==> config.mk <==
export PLATFORM = sky130hd
export DESIGN_NAME = dp_hpd_detector
export DESIGN_NICKNAME = d
export VERILOG_FILES = /design/src/rtl/dp_hpd_detector.sv
export SDC_FILE = /design/constraint.sdc
export NUM_CORES = 1
export LEC_CHECK = 0
export BUFFER_PORTS_ARGS = -buffer_cell sky130_fd_sc_hd__buf_2
export CORE_ASPECT_RATIO = 0.7
export CORE_MARGIN = 2
export CORE_UTILIZATION = 30
export DETAILED_ROUTE_END_ITERATION = 12
export SLEW_MARGIN = 20
export SYNTH_ARGS = -nofsm -noshare
export SYNTH_HDL_FRONTEND = slang
export SYNTH_SLANG_ARGS = --single-unit
==> constraint.sdc <==
create_clock -name clk -period 1.7 [get_ports clk]
set_input_delay 0.255 -clock clk [delete_from_list [all_inputs] [get_ports clk]]
set_output_delay 0.255 -clock clk [all_outputs]
set_load 0.01 [all_outputs]
==> src/rtl/dp_hpd_detector.sv <==
// rtl/dp_hpd_detector.sv - HPD pin qualifier producing HPD_Detect, HPD_IRQ and HPD_Unplug.
// One duration counter and a four-state FSM classify connect, IRQ, glitch and unplug events.
module dp_hpd_detector #(
  parameter int SYNC_STAGES   = 2,
  parameter int T_CONNECT_CYC = 200000,
  parameter int T_IRQ_MIN_CYC = 50000,
  parameter int T_IRQ_MAX_CYC = 100000,
  parameter int T_UNPLUG_CYC  = 200000,
  parameter int CNT_WIDTH     = 18
) (
  input  logic clk,
  input  logic rst,
  input  logic HPD_Pin,
  output logic HPD_Detect,
  output logic HPD_IRQ,
  output logic HPD_Unplug
);

  generate
    if (SYNC_STAGES < 2) begin : g_chk_sync
      $error("SYNC_STAGES must be at least 2");
    end
    if (!((T_IRQ_MIN_CYC <= T_IRQ_MAX_CYC) && (T_IRQ_MAX_CYC < T_UNPLUG_CYC))) begin : g_chk_order
      $error("thresholds must satisfy T_IRQ_MIN_CYC <= T_IRQ_MAX_CYC < T_UNPLUG_CYC");
    end
    if ((longint'(T_CONNECT_CYC) >= (longint'(1) << CNT_WIDTH)) ||
        (longint'(T_UNPLUG_CYC) >= (longint'(1) << CNT_WIDTH))) begin : g_chk_width
      $error("CNT_WIDTH too small for the largest threshold");
    end
  endgenerate

  typedef enum logic [1:0] {
    ST_DISCONNECTED,
    ST_CONNECT_WAIT,
    ST_CONNECTED,
    ST_LOW_MEASURE
  } state_t;

  localparam logic [CNT_WIDTH-1:0] C_CONNECT = CNT_WIDTH'(T_CONNECT_CYC);
  localparam logic [CNT_WIDTH-1:0] C_IRQ_MIN = CNT_WIDTH'(T_IRQ_MIN_CYC);
  localparam logic [CNT_WIDTH-1:0] C_IRQ_MAX = CNT_WIDTH'(T_IRQ_MAX_CYC);
  localparam logic [CNT_WIDTH-1:0] C_UNPLUG  = CNT_WIDTH'(T_UNPLUG_CYC);
  localparam logic [CNT_WIDTH-1:0] C_ONE     = CNT_WIDTH'(1);

  logic [SYNC_STAGES-1:0] r_sync;
  logic                   w_hpd_s;
  state_t                 r_state, w_state_nxt;
  logic [CNT_WIDTH-1:0]   r_cnt, w_cnt_nxt;
  logic                   r_detect, r_irq, r_unplug;
  logic                   w_detect_nxt, w_irq_nxt, w_unplug_nxt;

  assign w_hpd_s = r_sync[SYNC_STAGES-1];

  always_ff @(posedge clk or posedge rst) begin
    if (rst) begin
      r_sync <= '0;
    end else begin
      r_sync <= {r_sync[SYNC_STAGES-2:0], HPD_Pin};
    end
  end

  always_comb begin
    w_state_nxt  = r_state;
    w_cnt_nxt    = (r_cnt == '1) ? r_cnt : r_cnt + C_ONE;
    w_irq_nxt    = 1'b0;
    w_unplug_nxt = 1'b0;
    case (r_state)
      ST_DISCONNECTED: begin
        w_cnt_nxt = '0;
        if (w_hpd_s) begin
          w_state_nxt = ST_CONNECT_WAIT;
          w_cnt_nxt   = C_ONE;
        end
      end
      ST_CONNECT_WAIT: begin
        if (!w_hpd_s) begin
          w_state_nxt = ST_DISCONNECTED;
          w_cnt_nxt   = '0;
        end else if (r_cnt >= C_CONNECT) begin
          w_state_nxt = ST_CONNECTED;
          w_cnt_nxt   = '0;
        end
      end
      ST_CONNECTED: begin
        w_cnt_nxt = '0;
        if (!w_hpd_s) begin
          w_state_nxt = ST_LOW_MEASURE;
          w_cnt_nxt   = C_ONE;
        end
      end
      ST_LOW_MEASURE: begin
        // Threshold wins over a coincident rising sample; that sample is not reused.
        if (r_cnt >= C_UNPLUG) begin
          w_state_nxt  = ST_DISCONNECTED;
          w_cnt_nxt    = '0;
          w_unplug_nxt = 1'b1;
        end else if (w_hpd_s) begin
          w_state_nxt = ST_CONNECTED;
          w_cnt_nxt   = '0;
          w_irq_nxt   = (r_cnt >= C_IRQ_MIN) && (r_cnt <= C_IRQ_MAX);
        end
      end
      default: begin
        w_state_nxt = ST_DISCONNECTED;
        w_cnt_nxt   = '0;
      end
    endcase
    w_detect_nxt = (w_state_nxt == ST_CONNECTED) || (w_state_nxt == ST_LOW_MEASURE);
  end

  always_ff @(posedge clk or posedge rst) begin
    if (rst) begin
      r_state  <= ST_DISCONNECTED;
      r_cnt    <= '0;
      r_detect <= 1'b0;
      r_irq    <= 1'b0;
      r_unplug <= 1'b0;
    end else begin
      r_state  <= w_state_nxt;
      r_cnt    <= w_cnt_nxt;
      r_detect <= w_detect_nxt;
      r_irq    <= w_irq_nxt;
      r_unplug <= w_unplug_nxt;
    end
  end

  assign HPD_Detect = r_detect;
  assign HPD_IRQ    = r_irq;
  assign HPD_Unplug = r_unplug;

endmodule

==> results of run 1 <==
[state kept, by name, indices dropped and copies added (netlist names)]
register    count
HPD_Unplug      1
r_cnt          18
HPD_IRQ         1
r_state         1
HPD_Detect      1
r_sync          2
[path summary, 6_finish.rpt]
| path | endpoint | depth (start not counted) | slack [ns] | startpoint |
|---|---|---|---|---|
| min | HPD_Unplug | 3 | 0.02 | rst |
| max | r_cnt[16] | 5 | -0.11 | r_cnt[15] |
| max reg2reg | r_cnt[16] | 5 | -0.11 | r_cnt[15] |
| min in group clk | r_sync[0] | 1 | 0.09 | HPD_Pin |
| min reg2reg | r_sync[1] | 0 | 0.36 | r_sync[0] |
| max in group asynchronous | r_cnt[11] | 3 | 1.44 | rst |
[layout make-up]
class                      count  area (um2)  area share (%)
clock buffer                   3        41.3            2.23
multi-input combinational    117         828            44.6
sequential                    24         601            32.4
tap                           57        71.3            3.84
inverter                       6        22.5            1.21
timing repair buffer          40         292            15.7
[worst max-delay path: cells and delay by family (launching register included)]
family | cells | cell delay [ns]
AND/OR/NAND/NOR | 3 | 0.83
flip-flops | 1 | 0.38
AO/OA/AOI/OAI | 1 | 0.31
buffers and inverters | 1 | 0.20
[stage by stage]
stage | setup WS [ns] | power (mW) | instances | util (%)
6_report | -0.112 | 0.996 | 247 | 39.2
5_1_grt | -0.141 | 1.04 | 247 | 39.2
4_1_cts | -0.0691 | 1.00 | 246 | 38.3
3_5_place_dp | -0.0828 | 0.655 | 242 | 37.2
3_3_place_gp | 0.0178 | 0.654 | 242 | 37.2
2_1_floorplan | -0.0312 | 0.631 | 156 | -
[synthesized netlist by cell type (all sizes together)]
cell type / n / share of area [%]
nor4: 6 / 3.6
dfrtp: 24 / 41
or4: 3 / 1.8
a211oi: 4 / 2.9
xnor2: 1 / 0.60
nor2: 4 / 1.0
a21oi: 13 / 4.4
nor3: 3 / 1.0
o211ai: 2 / 1.0
nor3b: 1 / 0.51
o21bai: 1 / 0.51
and2: 5 / 2.1
nand3b: 7 / 3.6
a21bo: 1 / 0.68
a41oi: 1 / 0.60
o31ai: 3 / 1.5
nand2: 10 / 2.7
mux2: 1 / 0.77
o211a: 1 / 0.68
nor2b: 1 / 0.43
a311oi: 1 / 0.60
o21ai: 4 / 1.4
ha: 2 / 1.7
and4: 1 / 0.60
buf: 5 / 2.1
or3: 4 / 1.7
o21a: 2 / 1.0
inv: 6 / 1.5
and4b: 1 / 0.68
nand3: 11 / 3.8
mux2i: 7 / 4.8
clkbuf: 4 / 1.0
a31oi: 4 / 1.7
o2111ai: 1 / 1.0
nand4: 9 / 3.8
and3: 2 / 0.85
[power groups by stage]
stage / sequential, mW / combinational [mW] / clock [mW]
2_1_floorplan: 0.593 / 0.0383 / 0
3_3_place_gp: 0.593 / 0.0608 / 0
3_5_place_dp: 0.593 / 0.0614 / 0
4_1_cts: 0.582 / 0.0640 / 0.356
5_1_grt: 0.583 / 0.0779 / 0.377
6_report: 0.582 / 0.0695 / 0.344
[routing by layer]
metal	vias up	global-route usage [%]	share of wire (%)
li1	663	-	-
met2	43	19.0	40
met1	684	25.6	54
met5	-	0	0
met3	6	3.96	5.3
met4	0	1.15	0.81
[timing repair]
action	4_1_cts	5_1_grt
endpoints found under the hold margin	0	0
buffers inserted	0	1
pin swaps	0	2
endpoints found under the setup margin	8	19
cloned	1	0
resized for setup	1	8
[logic make-up (layout without fill, tap and decap cells)]
kind of cell | Yosys count | in the layout | synth area share (%)
mux | 8 | 8 | 5.56
xor+xnor | 1 | 1 | 0.598
fa+ha+maj | 2 | 2 | 1.71
flops | 24 | 24 | 41.0
buf+inv | 15 | 49 | 4.70
simple gates | 68 | 68 | 28.3
compound gates | 38 | 38 | 18.1
==> implementation parameters, run 1 <==
Parameter                              Value

Status
  Run status    finished, violations left
  Violations in the final reports    setup timing

CTS
  Clock transition at path regs    0.08 ns
  Num CTS Buffers    3
  Root buffer cell    sky130_fd_sc_hd__clkbuf_8
  Clock sink count    24
  Clock insertion delay at the later pin of the skew report    0.27 ns
  Longest Clk Path Bufs    2
  H-tree depth    1
  Number of hold buffers added after cts    0
  TritonCTS clock tree    built

Power and ir drop
  Net switching power    0.230 mW
  Relative contribution of sequential cells to total power    58.5%
  Power per Cell Area    537 mW/mm2
  Peak VDD IR    307 uV
  Clock share of power    34.6%
  Combinational group share of total power    7.0%
  P_leak    0.785 nW
  Cell internal power dissipation    0.765 mW
  Switching share of total power    23.1%

Placed design
  Standard cell area after detailed placement    0.00176 mm2
  Last weighted congestion value of the routability-driven placer    0.878
  Buffers added on ports    5
  Placed wire-length estimate    2860 um

Yosys
  Number of instances in the synthesized netlist    156
  Cell area after synthesis    0.00146 mm2
  Nets in the synthesized netlist    161
  Portion of the post-synthesis area used by sequential elements    41.0%
  Synthesis Warnings    0
  Number of unique standard cell types used by synthesis    41
  Flip-flop and latch count after synthesis    24
  Mean area per synthesized cell    9.38 um2

Min path
  Worst min-delay path category    in -> async

Finish
  Post-route design area    0.00186 mm2
  Count of fill cells added during filler insertion    468
  Layout-stage area growth over the synthesis result    26.8%
  Layout cell share with drive strength beyond 1    28.4%
  Number of antenna repair diodes    0
  Commonest non-fill, non-tap cells in the layout    sky130_fd_sc_hd__buf_4 (34), sky130_fd_sc_hd__dfrtp_1 (24), sky130_fd_sc_hd__a21oi_1 (12)
  # nets final    197
  Leading cell type in the layout, fill and taps excluded    sky130_fd_sc_hd__buf_4

Die
  Initial cell density of the core    31.0%
  Number of placed I/O pins    6
  Core ar.    0.00473 mm2
  Die Outline Area    0.00546 mm2
  Placement row count    21
  Vert. Die Dim    62.4 um
  X dimension of the die    87.5 um

Timing
  Period utilization    107%
  Highest clock frequency the design can meet    552 MHz
  Pin slew with the least headroom to its limit    0.421 ns
  Final-report max-slew violation count    0
  Min setup slack post-route    -0.112 ns
  Final setup violation count    17
  RSZ-0062 raised after global routing    yes
  Hold Worst Slack    0.0163 ns
  Worst clock skew    0.00227 ns
  Minimum clock period    1.81 ns
  Final Hold Vio Count    0
  Aggregate negative setup slack    -0.801 ns
  Relative slew margins    71.7%

Drt
  Post-route DRC    0
  Final routed wirelength across all metal layers    3970 um
  Count of nets left with antenna violations after detail routing    0
  Vias after detailed routing    1396
  First-pass iteration count of the detailed router    4
  Wire length per cell    16.1 um
  Per-cell via count in the routed design    5.65
  Detailed Route Iter0 Violations    121

Setup path
  Cell with the largest stage delay on the worst path    sky130_fd_sc_hd__or4_4
  Nature of the critical path endpoint    flop
  Delay contributed by the slowest stage of the critical path    0.55 ns
  Worst setup path class    reg -> reg
  Worst Setup Start Kind    flop
  Top fanout value on the critical path    9
  CP Data Required Time    1.89 ns
  Data arrival time of the worst path    2.00 ns
  CP cell instances    or4_4 -> a211oi_4 -> buf_4 -> nand2_8 -> nor3_1

Global route
  Global-route usage over all layers    15.0%
  First-pass GRT wire length    6400 um
  Via count of the first global-routing pass    1253
  Number of antenna violations at the first check in global routing    0
  Congestion Overflow GR    0
  Maximum number of pins on one net before global-route repair    25

Job
  Maximum capacitance violations    0
(Power assumes the default switching activity.)
==> run 2: changes to the inputs <==
--- a/config.mk
+++ b/config.mk
@@ -5,11 +5,13 @@
 export SDC_FILE = /design/constraint.sdc
 export NUM_CORES = 1
 export LEC_CHECK = 0
+export ABC_AREA = 1
 export BUFFER_PORTS_ARGS = -buffer_cell sky130_fd_sc_hd__buf_2
 export CORE_ASPECT_RATIO = 0.7
 export CORE_MARGIN = 2
-export CORE_UTILIZATION = 30
+export CORE_UTILIZATION = 55
 export DETAILED_ROUTE_END_ITERATION = 12
+export PLACE_DENSITY = 0.75
 export SLEW_MARGIN = 20
 export SYNTH_ARGS = -nofsm -noshare
 export SYNTH_HDL_FRONTEND = slang
==> implementation parameters, run 2 <==
Parameter                              Value

Status
  Run status    complete, no violations

Finish
  Number of antenna repair diodes    0
  Max FFs per register    18
  Layout cell share with drive strength beyond 1    20.7%
  Register name with the most flops    r_cnt
  Post-route design area    0.00181 mm2
  # nets final    233
  Count of fill cells added during filler insertion    239
  Leading cell type in the layout, fill and taps excluded    sky130_fd_sc_hd__nand2_1
  Final standard cell utilization of the core    64.5%
  Top flop regs    r_cnt x18, r_sync x2
  Commonest non-fill, non-tap cells in the layout    sky130_fd_sc_hd__nand2_1 (39), sky130_fd_sc_hd__nor2_1 (38), sky130_fd_sc_hd__inv_1 (29)
  Final std cells w/o fill    263
  Layout-stage area growth over the synthesis result    10.6%

Timing
  Period utilization    91.9%
  Hold Worst Slack    0.0152 ns
  Final Hold Vio Count    0
  Aggregate negative setup slack    0 ns
  Worst clock skew    0.00443 ns
  Minimum clock period    1.56 ns
  Final setup violation count    0
  Pin slew with the least headroom to its limit    0.315 ns
  Highest clock frequency the design can meet    640 MHz
  RSZ-0062 raised after global routing    no
  Min setup slack post-route    0.138 ns
  Final-report max-slew violation count    0
  Relative slew margins    78.9%

Setup path
  CP cell instances    ha_1 -> nand3_1 -> nor2_2 -> nand3_4 -> nand4_1 -> nand2_1 -> nor2_1
  Worst setup path class    reg -> reg
  Cell with the largest stage delay on the worst path    sky130_fd_sc_hd__dfrtp_1
  Data arrival time of the worst path    1.77 ns
  Nature of the critical path endpoint    flop
  CP Data Required Time    1.91 ns
  Number of cells on the worst reg-to-reg path    7
  Worst Setup Start Kind    flop
  Top fanout value on the critical path    16
  Delay contributed by the slowest stage of the critical path    0.40 ns

Die
  Initial cell density of the core    58.3%
  Vert. Die Dim    49.6 um
  Placement row count    16
  X dimension of the die    69.2 um
  Number of placed I/O pins    6
  Die Outline Area    0.00343 mm2
  Core ar.    0.00280 mm2

Yosys
  Number of unique standard cell types used by synthesis    28
  Most repeated cell in the gate-level netlist after synthesis    sky130_fd_sc_hd__nand2_1
  Portion of the post-synthesis area used by sequential elements    36.8%
  Synthesis Warnings    0
  Cell area after synthesis    0.00163 mm2
  Number of instances in the synthesized netlist    214
  Flip-flop and latch count after synthesis    24
  Largest area contributor in the synthesized netlist    sky130_fd_sc_hd__dfrtp_1
  Cell types with the highest counts after synthesis    sky130_fd_sc_hd__nand2_1 (39), sky130_fd_sc_hd__nor2_1 (38), sky130_fd_sc_hd__inv_1 (29)
  Share of the synthesized area in the top cell type    36.8%
  Ranking of synthesized cells by area    sky130_fd_sc_hd__dfrtp_1 (37%), sky130_fd_sc_hd__nand2_1 (9.0%), sky130_fd_sc_hd__nor2_1 (8.7%), sky130_fd_sc_hd__inv_1 (6.7%), sky130_fd_sc_hd__nand3_1 (5.5%)
  Mean area per synthesized cell    7.64 um2
  Fraction of registers with async set/reset    100%
  Nets in the synthesized netlist    219
  Number of synthesized flops with an enable pin    0
  Most used flip-flop cell after synthesis    sky130_fd_sc_hd__dfrtp_1

Power and ir drop
  P_leak    0.872 nW
  Combinational group share of total power    5.1%
  Net switching power    0.239 mW
  Cell internal power dissipation    0.913 mW
  Clock share of power    44.3%
  Switching share of total power    20.7%
  Peak VDD IR    478 uV
  Tot Pwr    1.15 mW
  Power per Cell Area    638 mW/mm2
  Relative contribution of sequential cells to total power    50.6%

CTS
  H-tree depth    1
  Root buffer cell    sky130_fd_sc_hd__clkbuf_8
  Clock sink count    24
  Num CTS Buffers    3
  Longest Clk Path Bufs    2
  Clock transition at path regs    0.09 ns
  Clock insertion delay at the later pin of the skew report    0.27 ns
  TritonCTS clock tree    built
  Number of post-CTS setup repair buffers    0

Placed design
  Placed wire-length estimate    2850 um
  Standard cell area after detailed placement    0.00173 mm2
  Pre-CTS setup slack    0.151 ns
  Buffers added on ports    5
  Last weighted congestion value of the routability-driven placer    0.964
  Placed insts    259

Job
  Maximum capacitance violations    0

Drt
  Post-route DRC    0
  First-pass iteration count of the detailed router    5
  Vias after detailed routing    1419
  Count of nets left with antenna violations after detail routing    0
  Detailed Route Iter0 Violations    206
  Per-cell via count in the routed design    5.40
  Final routed wirelength across all metal layers    3840 um
  Wire length per cell    14.6 um

Global route
  Global-route usage over all layers    24.8%
  Congestion Overflow GR    0
  Maximum number of pins on one net before global-route repair    25
  First-pass GRT wire length    6670 um
  Number of antenna violations at the first check in global routing    0
  Via count of the first global-routing pass    1349

Min path
  Worst min-delay path category    in -> async
[run 2: cell count changes in the layout (fill, tap and decap cells not counted), sizes merged, moves of 7 or more]
cell / change
nor2: +41
nand2: +35
buf: -28
inv: +25
xor2: +10
nand3: +9
mux2i: -7
[run 2: worst max-delay path: cells and delay by family (launching register included)]
family / cells / cell delay, ns
AND/OR/NAND/NOR: 6 / 0.88
flip-flops: 1 / 0.40
adder cells (fa/ha/maj): 1 / 0.22
[run 2: kinds of logic (layout without fill, tap and decap cells)]
| family | Yosys count | count (layout) | share of synthesized area (%) |
|---|---|---|---|
| AND/OR/NAND/NOR | 118 | 118 | 35.1 |
| adder cells (fa/ha/maj) | 2 | 2 | 1.53 |
| XOR/XNOR | 12 | 12 | 6.43 |
| flip-flops | 24 | 24 | 36.8 |
| AO/OA/AOI/OAI | 23 | 23 | 10.1 |
| buffers and inverters | 35 | 48 | 10.0 |
[run 2: final timing paths]
| check | start | endpoint | slack [ns] |
|---|---|---|---|
| max | r_cnt[1] | r_cnt[11] | 0.14 |
| min | rst | HPD_Detect | 0.02 |
| max reg2reg | r_cnt[1] | r_cnt[11] | 0.14 |
| min reg2reg | r_sync[0] | r_sync[1] | 0.36 |
| max in group asynchronous | rst | r_cnt[11] | 1.45 |
| min in group clk | HPD_Pin | r_sync[0] | 0.09 |
[run 2: final cells by class]
type,count,area [um2],area share [%]
timing repair buffer,12,90.1,4.99
inverter,32,125,6.93
clock buffer,3,41.3,2.29
clock inverter,1,30.0,1.66
tap,36,45.0,2.49
multi-input combinational,155,875,48.4
sequential,24,601,33.2
[run 2: what timing repair did]
item	4_1_cts	5_1_grt
endpoints found under the setup margin	0	2
hold buffers	0	0
gates resized for setup	0	1
[run 2: layer usage]
layer  track usage, %  vias to the layer above  part of all wire [%]
met5                0                        -                     0
met4             1.31                        0                  0.81
met3             4.91                        6                   9.4
met2             37.3                       75                    41
met1             38.7                      640                    49
li1                 -                      698                     -
[run 2: power groups by stage]
stage,clock (mW),sequential (mW),combinational (mW)
2_1_floorplan,0,0.594,0.0422
3_3_place_gp,0,0.594,0.0596
3_5_place_dp,0,0.594,0.0599
4_1_cts,0.515,0.583,0.0602
5_1_grt,0.549,0.584,0.0669
6_report,0.510,0.583,0.0589
==> run 3: changes to the inputs <==
--- a/config.mk
+++ b/config.mk
@@ -7,11 +7,13 @@
 export LEC_CHECK = 0
 export ABC_AREA = 1
 export BUFFER_PORTS_ARGS = -buffer_cell sky130_fd_sc_hd__buf_2
+export CELL_PAD_IN_SITES_DETAIL_PLACEMENT = 0
+export CELL_PAD_IN_SITES_GLOBAL_PLACEMENT = 1
 export CORE_ASPECT_RATIO = 0.7
 export CORE_MARGIN = 2
-export CORE_UTILIZATION = 55
+export CORE_UTILIZATION = 41
 export DETAILED_ROUTE_END_ITERATION = 12
-export PLACE_DENSITY = 0.75
+export PLACE_DENSITY_LB_ADDON = 0.1
 export SLEW_MARGIN = 20
 export SYNTH_ARGS = -nofsm -noshare
 export SYNTH_HDL_FRONTEND = slang
==> constraint.sdc (replaced) <==
create_clock -name clk -period 1.7 [get_ports clk]
set_input_delay 0.255 -clock clk [delete_from_list [all_inputs] [get_ports clk]]
set_output_delay 0.255 -clock clk [all_outputs]
set_load 0.02 [all_outputs]
==> implementation parameters, run 3 (synthesis gave the netlist of run 2 again) <==
Parameter                              Value

Timing
  Aggregate negative setup slack    0 ns
  Relative slew margins    78.4%
  RSZ-0062 raised after global routing    no
  Highest clock frequency the design can meet    633 MHz
  Final Hold Vio Count    0
  Pin slew with the least headroom to its limit    0.324 ns
  Final-report max-slew violation count    0
  Hold Worst Slack    0.00812 ns
  Final setup violation count    0
  Period utilization    92.9%
  Min setup slack post-route    0.121 ns
  Minimum clock period    1.58 ns
  Worst clock skew    0.00173 ns

Drt
  Vias after detailed routing    1381
  Count of nets left with antenna violations after detail routing    0
  Detailed Route Iter0 Violations    118
  Per-cell via count in the routed design    4.88
  Post-route DRC    0
  Wire length per cell    13.6 um
  Final routed wirelength across all metal layers    3850 um
  First-pass iteration count of the detailed router    4

Die
  Number of placed I/O pins    6
  Initial cell density of the core    42.2%
  Die Outline Area    0.00451 mm2
  Core ar.    0.00387 mm2
  Placement row count    19
  Vert. Die Dim    56.8 um
  X dimension of the die    79.5 um

Setup path
  Nature of the critical path endpoint    flop
  Reg2reg end    r_cnt[13]
  Cell with the largest stage delay on the worst path    sky130_fd_sc_hd__dfrtp_1
  Top fanout value on the critical path    17
  Worst setup slack for register-to-register paths    0.12 ns
  Worst Setup Start Kind    flop
  Worst setup path class    reg -> reg
  Number of cells on the worst reg-to-reg path    7
  Startpoint of the most critical register-to-register path    r_cnt[14]
  Cell with the most instances on the worst path    sky130_fd_sc_hd__nor2_1
  CP cell instances    or2_4 -> nor2_1 -> nand3_2 -> nand3b_4 -> nor2_1 -> nand2_1 -> inv_1
  Data arrival time of the worst path    1.76 ns
  CP Data Required Time    1.88 ns
  Delay contributed by the slowest stage of the critical path    0.45 ns

Global route
  Congestion Overflow GR    0
  Number of antenna violations at the first check in global routing    0
  First-pass GRT wire length    6580 um
  Global-route usage over all layers    19.2%
  Via count of the first global-routing pass    1302
  Maximum number of pins on one net before global-route repair    25

Power and ir drop
  P_leak    0.893 nW
  Cell internal power dissipation    0.910 mW
  Peak VDD IR    398 uV
  Net switching power    0.237 mW
  Switching share of total power    20.7%
  Relative contribution of sequential cells to total power    50.7%
  Combinational group share of total power    4.9%
  Clock share of power    44.4%
  Power per Cell Area    620 mW/mm2

Finish
  Commonest non-fill, non-tap cells in the layout    sky130_fd_sc_hd__nand2_1 (39), sky130_fd_sc_hd__nor2_1 (38), sky130_fd_sc_hd__inv_1 (29)
  Storage cell area    601 um2
  Number of antenna repair diodes    0
  Layout-stage area growth over the synthesis result    13.3%
  Layout cell share with drive strength beyond 1    22.1%
  Final standard cell utilization of the core    47.8%
  # nets final    237
  Top flop regs    r_cnt x18, r_sync x2
  Area of the multi-input gates    870 um2
  Max FFs per register    18
  Leading cell type in the layout, fill and taps excluded    sky130_fd_sc_hd__nand2_1
  Post-route design area    0.00185 mm2
  Register name with the most flops    r_cnt
  Count of fill cells added during filler insertion    395

CTS
  TritonCTS clock tree    built
  Clock sink count    24
  Number of hold buffers added after cts    0
  Longest Clk Path Bufs    2
  Clock transition at path regs    0.09 ns
  Clock insertion delay at the later pin of the skew report    0.27 ns
  Num CTS Buffers    3
  H-tree depth    1
  Root buffer cell    sky130_fd_sc_hd__clkbuf_8

Status
  Run status    complete, no violations

Placed design
  Standard cell area after detailed placement    0.00175 mm2
  Buffers added on ports    5
  Placed wire-length estimate    2990 um
  Last weighted congestion value of the routability-driven placer    0.860
  Pre-CTS setup slack    0.0530 ns

Min path
  Worst min-delay path category    in -> async

Job
  Maximum capacitance violations    0
==> run 3: cell types whose count changed in the layout (fill, tap and decap cells not counted), sizes merged <==
cell | before | now
buf | 12 | 16
==> run 3: power by group through the flow <==
stage | clock network, mW | registers [mW] | logic, mW
after floorplan | 0 | 0.594 | 0.0422
after global placement | 0 | 0.593 | 0.0576
after detailed placement | 0 | 0.593 | 0.0575
after CTS | 0.518 | 0.582 | 0.0577
after global routing | 0.553 | 0.583 | 0.0650
final | 0.510 | 0.582 | 0.0560
==> run 3: critical path, delay by kind of cell (launching register included) <==
family	cells	cell delay (ns)
buffers and inverters	1	0.03
DFF	1	0.45
and+or+nand+nor	6	0.99
==> run 3: per-layer routing <==
metal / wire length (um) / GRT usage (%) / vias up / share of wire (%)
met5: 0 / 0 / - / 0
met4: 39 / 3.20 / 0 / 1.0
met3: 214 / 5.47 / 4 / 5.6
met2: 1550 / 25.1 / 31 / 40
met1: 2040 / 30.9 / 645 / 53
li1: - / - / 701 / -
==> run 3: metrics by stage <==
stage	instances	total power, mW
finish	283	1.15
global route	283	1.20
CTS	281	1.16
detailed placement	277	0.651
global placement	277	0.651
floorplan	214	0.636
==> run 3: how the worst max path moves through the flow <==
| stage | start | endpoint | slack (ns) | depth (start not counted) |
|---|---|---|---|---|
| 3_3_place_gp | r_cnt[0] | r_cnt[0] | 0.11 | 7 |
| 3_5_place_dp | r_cnt[0] | r_cnt[0] | 0.05 | 7 |
| 4_1_cts | r_cnt[0] | r_cnt[0] | 0.03 | 7 |
| 6_report | r_cnt[14] | r_cnt[13] | 0.12 | 7 |
| 2_1_floorplan | r_cnt[0] | r_cnt[7] | 0.36 | 6 |
| 5_1_grt | r_cnt[14] | r_cnt[13] | 0.002 | 6 |
==> run 3: repair_timing <==
action	in CTS	in global routing
setup endpoints to repair	0	6
gates resized for setup	0	0
setup buffers	0	2
==> run 3: cell type report <==
cell class              count  share of cell area (%)
multi-input cells         155                    47.0
flip-flops and latches     24                    32.4
inverters                  32                    6.76
repair buffers             16                    6.49
well taps                  52                    3.51
clock buffers               3                    2.23
clock inverters             1                    1.62
